## src/rtl/fifo_uart_pkg.sv

```systemverilog
// Shared types and helpers for the FIFO-draining UART transmitter.
`timescale 1ns/1ps
package fifo_uart_pkg;

    typedef enum logic [2:0] {
        ST_IDLE  = 3'd0,
        ST_FETCH = 3'd1,
        ST_WAIT  = 3'd2,
        ST_START = 3'd3,
        ST_DATA  = 3'd4,
        ST_PAR   = 3'd5,
        ST_STOP  = 3'd6
    } state_e;

    localparam int WIDTH_DEF        = 8;
    localparam int CLKS_PER_BIT_DEF = 16;

    function automatic int clog2(input int n);
        int r;
        r = 0;
        while ((1 << r) < n) r++;
        return r;
    endfunction

endpackage

```

## src/rtl/fifo_uart_tx_timer.sv

```systemverilog
// Bit-period timer: ticks on the last cycle of every CLKS_PER_BIT period.
`timescale 1ns/1ps
module uart_bit_timer
    import fifo_uart_pkg::*;
#(
    parameter int CLKS_PER_BIT = CLKS_PER_BIT_DEF
) (
    input  logic clk_i,
    input  logic clr_i,
    input  logic restart_i,
    output logic bit_tick_o,
    output logic pre_tick_o
);

    localparam int TW = clog2(CLKS_PER_BIT);
    localparam logic [TW-1:0] LAST = TW'(CLKS_PER_BIT - 1);
    localparam logic [TW-1:0] PRE  = TW'(CLKS_PER_BIT - 2);

    logic [TW-1:0] cnt_q, cnt_d;

    assign bit_tick_o = (cnt_q == LAST);
    assign pre_tick_o = (cnt_q == PRE);

    always_comb begin
        cnt_d = cnt_q + 1'b1;
        if (restart_i || bit_tick_o) cnt_d = '0;
    end

    always_ff @(posedge clk_i or posedge clr_i) begin
        if (clr_i) cnt_q <= '0;
        else       cnt_q <= cnt_d;
    end

endmodule

```

## src/rtl/fifo_uart_tx.sv

```systemverilog
// Pops words from the FIFO read port and serialises them as start/data/[parity]/stop frames.
`timescale 1ns/1ps
module fifo_uart_tx
    import fifo_uart_pkg::*;
#(
    parameter int WIDTH        = WIDTH_DEF,
    parameter int CLKS_PER_BIT = CLKS_PER_BIT_DEF,
    parameter int PARITY_EN    = 0,
    parameter int CNT_W        = 16
) (
    input  logic             clk_i,
    input  logic             clr_i,
    input  logic             en_i,
    input  logic             empty_i,
    input  logic [WIDTH-1:0] rdata_i,
    output logic             rd_en_o,
    output logic             tx_o,
    output logic             busy_o,
    output logic             done_o,
    output logic [CNT_W-1:0] frame_cnt_o
);

    localparam int IW = (WIDTH > 1) ? clog2(WIDTH) : 1;

    state_e           state_q, state_d;
    logic [WIDTH-1:0] shift_q, shift_d;
    logic [IW-1:0]    idx_q, idx_d;
    logic             par_q, par_d;
    logic             tx_q, tx_d;
    logic             rd_q, rd_d;
    logic             busy_q, busy_d;
    logic             done_q, done_d;
    logic [CNT_W-1:0] cnt_q, cnt_d;
    logic             tick, pre_tick, restart, start_ok;

    assign start_ok = en_i && !empty_i;
    assign restart  = (state_d != state_q) || (state_q == ST_IDLE);

    uart_bit_timer #(.CLKS_PER_BIT(CLKS_PER_BIT)) u_timer (
        .clk_i      (clk_i),
        .clr_i      (clr_i),
        .restart_i  (restart),
        .bit_tick_o (tick),
        .pre_tick_o (pre_tick)
    );

    always_comb begin
        state_d = state_q;
        shift_d = shift_q;
        idx_d   = idx_q;
        par_d   = par_q;
        cnt_d   = cnt_q;
        done_d  = 1'b0;
        unique case (state_q)
            ST_IDLE:  if (start_ok) state_d = ST_FETCH;
            ST_FETCH: state_d = ST_WAIT;
            ST_WAIT: begin
                shift_d = rdata_i;
                par_d   = ^rdata_i;
                state_d = ST_START;
            end
            ST_START: if (tick) begin
                idx_d   = '0;
                state_d = ST_DATA;
            end
            ST_DATA: if (tick) begin
                shift_d = shift_q >> 1;
                idx_d   = idx_q + 1'b1;
                if (idx_q == IW'(WIDTH - 1)) state_d = (PARITY_EN != 0) ? ST_PAR : ST_STOP;
            end
            ST_PAR:   if (tick) state_d = ST_STOP;
            ST_STOP: begin
                // Registered done must land on the final stop cycle, so raise it one cycle early.
                done_d = pre_tick;
                if (tick) begin
                    cnt_d   = cnt_q + 1'b1;
                    state_d = start_ok ? ST_FETCH : ST_IDLE;
                end
            end
            default:  state_d = ST_IDLE;
        endcase

        // Outputs are decoded from the next state so the registered line lines up with the state.
        tx_d = 1'b1;
        case (state_d)
            ST_START: tx_d = 1'b0;
            ST_DATA:  tx_d = shift_d[0];
            ST_PAR:   tx_d = par_d;
            default:  tx_d = 1'b1;
        endcase
        rd_d   = (state_d == ST_FETCH);
        busy_d = (state_d != ST_IDLE);
    end

    always_ff @(posedge clk_i or posedge clr_i) begin
        if (clr_i) begin
            state_q <= ST_IDLE;
            shift_q <= '0;
            idx_q   <= '0;
            par_q   <= 1'b0;
            tx_q    <= 1'b1;
            rd_q    <= 1'b0;
            busy_q  <= 1'b0;
            done_q  <= 1'b0;
            cnt_q   <= '0;
        end else begin
            state_q <= state_d;
            shift_q <= shift_d;
            idx_q   <= idx_d;
            par_q   <= par_d;
            tx_q    <= tx_d;
            rd_q    <= rd_d;
            busy_q  <= busy_d;
            done_q  <= done_d;
            cnt_q   <= cnt_d;
        end
    end

    assign tx_o        = tx_q;
    assign rd_en_o     = rd_q;
    assign busy_o      = busy_q;
    assign done_o      = done_q;
    assign frame_cnt_o = cnt_q;

endmodule

```

## config.mk

```make
export PLATFORM = sky130hd
export DESIGN_NAME = fifo_uart_tx
export DESIGN_NICKNAME = d
export VERILOG_FILES = /design/src/rtl/fifo_uart_pkg.sv /design/src/rtl/fifo_uart_tx_timer.sv /design/src/rtl/fifo_uart_tx.sv
export SDC_FILE = /design/constraint.sdc
export NUM_CORES = 1
export LEC_CHECK = 0
export ABC_AREA = 1
export CELL_PAD_IN_SITES_DETAIL_PLACEMENT = 1
export CELL_PAD_IN_SITES_GLOBAL_PLACEMENT = 2
export CORE_ASPECT_RATIO = 0.6
export CORE_MARGIN = 10
export CORE_UTILIZATION = 33
export DETAILED_ROUTE_END_ITERATION = 6
export PLACE_DENSITY = 0.86
export SYNTH_ARGS = -nofsm -noshare
export SYNTH_HDL_FRONTEND = slang
export SYNTH_SLANG_ARGS = --single-unit
```

## constraint.sdc

```tcl
create_clock -name clk_i -period 1.9 [get_ports clk_i]
set_input_delay 0.57 -clock clk_i [delete_from_list [all_inputs] [get_ports clk_i]]
set_output_delay 0.57 -clock clk_i [all_outputs]
set_load 0.05 [all_outputs]
```

# --- Yosys cells after proc, flatten, opt, wreduce, memory -nomap -nowiden ---
# Cells that the tools add are included.
word_totals:
  ff_bits: 39
  output_inout_bits: 20
  wordCells: 59
op_classes:
  mux: 17
  eq_ne: 16
  n_addsub: 3
  n_reduce_logical: 12
ops:
  columns: ["cell", "n"]
  rows:
  - ["3-bit 2-to-1 mux", 8]
  - ["3-bit one-hot mux with 7 select lines", 1]
  - ["3-bit == test, second input constant", 6]
  - ["16-bit by 1-bit adder with 16-bit output, second input constant", 1]
  - ["8-bit one-hot mux with 2 select lines", 1]
  - ["3-bit by 2-bit == test with 1-bit output, second input constant", 3]
  - ["4-bit == test, second input constant", 2]
  - ["8-bit 2-to-1 mux", 1]
  - ["8-bit XOR reduction", 1]
  - ["3-bit by 1-bit == test with 1-bit output, second input constant", 2]
  - ["3-bit one-hot mux with 2 select lines", 1]
  - ["4-bit by 1-bit adder with 4-bit output, second input constant", 1]
  - ["4-bit 2-to-1 mux", 1]
  - ["2-bit by 1-bit inequality test with 1-bit output, second input constant", 2]
  - ["2-bit AND reduction", 2]
  - ["2-bit nonzero test", 2]
  - ["3-bit by 1-bit adder with 3-bit output, second input constant", 1]
  - ["3-bit logical NOT", 1]
  - ["1-bit 2-to-1 mux", 3]
  - ["3-bit inequality test", 1]
  - ["1-bit one-hot mux with 3 select lines", 1]
  - ["3-bit AND reduction", 1]
  - ["3-bit nonzero test", 1]
  - ["1-bit logical OR", 2]
  - ["2 further kinds", 2]

# --- Longest topological paths before layout ---
depth:
  ltp_word: 9
  mapped_depth: 10
  ltp_nobuf: 10

# --- Cells and area by module ---
# A second synthesis with hierarchy kept.
unflattened:
  cells_unflattened: 274
  area_unflattened_um2: 2225.9
by_module_without_submodules:
  columns: ["module", "area_per_inst_um2", "cells_each", "n_inst"]
  rows:
  - ["fifo_uart_tx", 2019.4, 252, 1]
  - ["uart_bit_timer", 206.4, 22, 1]

# --- Least setup slack after synthesis ---
# OpenSTA, ideal clock, no wires.
synth_path:
  kind: "reg-to-reg"
  startpoint: "reg cnt_q[0] (netlist: frame_cnt_o[0])"
  endpoint: "reg cnt_q[12] (netlist: frame_cnt_o[12])"
  arrival_time_ns: 1.735
  setup_ns: 0.122
  n_path_buf: 0
  stages_incl_launch_ff: 9
  slack_ns: 0.043
  synth_period_minus_slack_ns: 1.857
  path_cell_list: "dfrtp_1 ha_1 nand2_1 nor2_1 nand3_1 nor3_2 nand3_2 o21ai_1 nand2_1"
synth_between:
  elab_chain_cells: 1
synth_rtl:
  columns: ["item", "line", "source"]
  rows:
  - ["start, declared", "fifo_uart_tx.sv:33", "logic [CNT_W-1:0] cnt_q, cnt_d;"]
  - ["start signal, assigned", "fifo_uart_tx.sv:115", "cnt_q <= cnt_d;"]
  - ["16-bit by 1-bit adder with 16-bit output", "fifo_uart_tx.sv:76", "cnt_d = cnt_q + 1'b1;"]
# Every way passes these cells.
# A chain may end at the register's enable or synchronous reset.

# --- Worst setup path after layout ---
layout_path:
  startpoint: "reg u_timer.cnt_q[0]"
  endpoint: "reg cnt_q[9] (netlist: frame_cnt_o[9])"
layout_between:
  elab_chain_cells: 2
layout_rtl:
  columns: ["item", "line", "source"]
  rows:
  - ["start, declared", "fifo_uart_tx_timer.sv:19", "logic [TW-1:0] cnt_q, cnt_d;"]
  - ["start signal, assigned", "fifo_uart_tx_timer.sv:31", "else cnt_q <= cnt_d;"]
  - ["4-bit == test", "fifo_uart_tx_timer.sv:21", "assign bit_tick_o = (cnt_q == LAST);"]
  - ["2-bit AND reduction (no line)", null, null]
# Every way passes these cells.

==> flow_metrics.env <==
export IMPL_drive_gt1_share_pct=25.2
export IMPL_synth_flop_cell="dfrtp_1"
export IMPL_power_uw=1530
export IMPL_hold_slack_ns=0.489
export IMPL_finalCriticalPeriod_ns=1.81
export IMPL_start_kind="flop"
export IMPL_path_delay_family="simple AND/OR/NAND/NOR gates"
export IMPL_synthDistinctLibCells=33
export IMPL_core_region_area_mm2=0.00625
export IMPL_antenna_found_initial=0
export IMPL_min_delay_start="shift_q[5]"
export IMPL_tightest_slew_ns=0.445
export IMPL_track_usage_pct=11.3
export IMPL_syn_area_per_cell_um2=9.02
export IMPL_vias_per_cell=4.72
export IMPL_drt_pass1_iterations=4
export IMPL_synthesis_area_mm2=0.00217
export IMPL_cts_buffers=5
export IMPL_final_setup_skew_ns=0.00726
export IMPL_setup_tns_ns=0
export IMPL_startpoint="u_timer.cnt_q[0]"
export IMPL_worst_r2r_startpoint="u_timer.cnt_q[0]"
export IMPL_worstPathMaxFanout=8
export IMPL_crit_path_cell_trace="ha_2, nand3_4, nor2_4, nand4_4, nor2_4, nand3_1, xor2_1"
export IMPL_path_buf_inv=0
export IMPL_hold_buffers=0
export IMPL_nets=306
export IMPL_htreeDepth=2
export IMPL_grt_pass1_wl_mm=9.69
export IMPL_final_common_cell="nand2_1"
export IMPL_start_util_pct=34.8
export IMPL_grt_pass1_vias=1865
export IMPL_synthCells=241
export IMPL_max_slew_margin_pct=70.0
export IMPL_die_width_um=125
export IMPL_antenna_cells=0
export IMPL_totalWireLength_mm=5.68
export IMPL_syn2layout_area_growth_pct=31.1
export IMPL_crit_path_max_incr_delay_ns=0.41
export IMPL_setup_violations=0
export IMPL_cts_tree="built"
export IMPL_clock_root_buffer="clkbuf_8"
export IMPL_vdd_drop_max_uv=259
export IMPL_dieArea_mm2=0.0103
export IMPL_clk_latency_ns=0.30
export IMPL_die_h_um=82.9
export IMPL_postLayoutCoreUtil_pct=45.6
export IMPL_status="complete, no violations"
export IMPL_grt_max_degree=24
export IMPL_final_cell_mix="61 x nand2_1, 38 x dfrtp_1, 21 x buf_4"
export IMPL_clockBufferDepth=2
export IMPL_wl_per_cell_um=15.2
export IMPL_async_reset_ff_share_pct=100
export IMPL_cp_arrival_ns=2.00
export IMPL_rrSetupSlack_ns=0.09
export IMPL_cts_sinks=39
export IMPL_end_kind="flop"
export IMPL_yosysWarnings=0
export IMPL_rows=22
export IMPL_path_clk_slew_ns=0.08
export IMPL_drv_cap=0
export IMPL_dr_first_iter_drc_count=104
export IMPL_globalplace_congestion=0.807
export IMPL_synth_enable_flop_cells=0
export IMPL_fmax_mhz=553
export IMPL_worstHoldPathType="reg -> reg"
export IMPL_p_leak_uw=0.00136
export IMPL_ys_ff_latch=39
export IMPL_powerDensity_mw_per_mm2=537
export IMPL_slowest_stage="dfrtp_1"
export IMPL_cp_common_cell="nor2_4"
export IMPL_antenna_left=0
export IMPL_seq_area_frac_synth_pct=44.9
export IMPL_syn_nets=258
export IMPL_grt_overflow_total=0
export IMPL_drc=0
export IMPL_fin_crit_sh_pct=95.3
export IMPL_path_class="reg -> reg"
export IMPL_vias=1765
export IMPL_slew_violations=0
export IMPL_io_buffers=31
export IMPL_pin_count=32
export IMPL_hpwl_mm=4.47
export IMPL_hold_viol_final=0
export IMPL_cp_required_ns=2.09
[cell type report]
cell class / count / area [µm²]
Fill cell: 702 / 3400
Multi-Input combinational cell: 175 / 1090
Sequential cell: 39 / 977
Timing Repair Buffer: 44 / 508
Tap cell: 84 / 105
Inverter: 24 / 90.1
Clock buffer: 7 / 76.3
Clock inverter: 1 / 5.00
[routing by layer]
layer  share of wire (%)  track usage [%]
met1                  53             16.1
met2                  43             15.8
met3                 3.0             3.24
met4                 1.0             3.46
met5                   0                0
[worst register-to-register path: cells and delay by family (launching register included)]
family	cells	cell delay [ns]
adder cells (fa/ha/maj)	1	0.26
AND/OR/NAND/NOR	5	0.88
flip-flops	1	0.41
XOR/XNOR	1	0.15
[cells in the mapped netlist, types with 2 or more instances]
| master | instances | area share [%] |
|---|---|---|
| nand2_2 | 4 | 1.2 |
| nand3_1 | 17 | 3.9 |
| a21oi_1 | 3 | 0.69 |
| ha_1 | 5 | 2.9 |
| o21ai_0 | 2 | 0.46 |
| xnor2_1 | 7 | 2.8 |
| nor2_4 | 6 | 3.1 |
| nand4_1 | 3 | 0.86 |
| nand3_2 | 7 | 3.2 |
| nor2_1 | 17 | 2.9 |
| a22o_2 | 2 | 0.92 |
| nand2_1 | 61 | 11 |
| a22oi_1 | 7 | 2.4 |
| nor3_1 | 8 | 1.8 |
| dfrtp_1 | 38 | 44 |
| inv_1 | 20 | 3.5 |
| xor2_1 | 13 | 5.2 |
| inv_2 | 4 | 0.69 |
| nand3_4 | 3 | 2.4 |
[kinds of logic after synthesis]
logic type / after synthesis / synth area share [%]
AO/OA/AOI/OAI: 18 / 5.81
flip-flops: 39 / 44.9
buffers and inverters: 27 / 5.24
AND/OR/NAND/NOR: 132 / 33.1
XOR/XNOR: 20 / 8.06
adder cells (fa/ha/maj): 5 / 2.88
[flip-flops by register name, summed over array words and instances (netlist names)]
| signal | cells |
|---|---|
| frame_cnt_o | 16 |
| shift_q | 8 |
| u_timer.cnt_q | 4 |
| idx_q | 3 |
| state_q | 3 |
| busy_o | 1 |
| done_o | 1 |
| par_q | 1 |
| rd_en_o | 1 |
| tx_o | 1 |
[power by group]
part | switching, µW | internal, µW
Combinational | 62.2 | 58.8
Clock | 302 | 258
Sequential | 7.00 | 843
[stage by stage]
step	setup WS, ns	std cells	cell area [µm²]
final	0.0902	374	2850
after detailed placement	-0.0880	361	2730
after global placement	0.0219	361	2730
after CTS	0.0187	369	2810
after floorplan	0.0427	241	2170
after global routing	-0.0207	374	2850
[path summary, 6_finish.rpt]
kind,to,cells after the start
setup / recovery,frame_cnt_o[9],7
hold reg to reg,shift_q[5],2
hold / removal,shift_q[5],2
min in group asynchronous,shift_q[1],2
setup reg to reg,frame_cnt_o[9],7
max in group asynchronous,tx_o,3
[repair_timing]
| action | CTS | global route |
|---|---|---|
| setup buffers | 0 | 5 |
| resized for setup | 0 | 2 |
| endpoints found under the setup margin | 0 | 6 |
No activity file was read; power rests on OpenSTA's default activity.
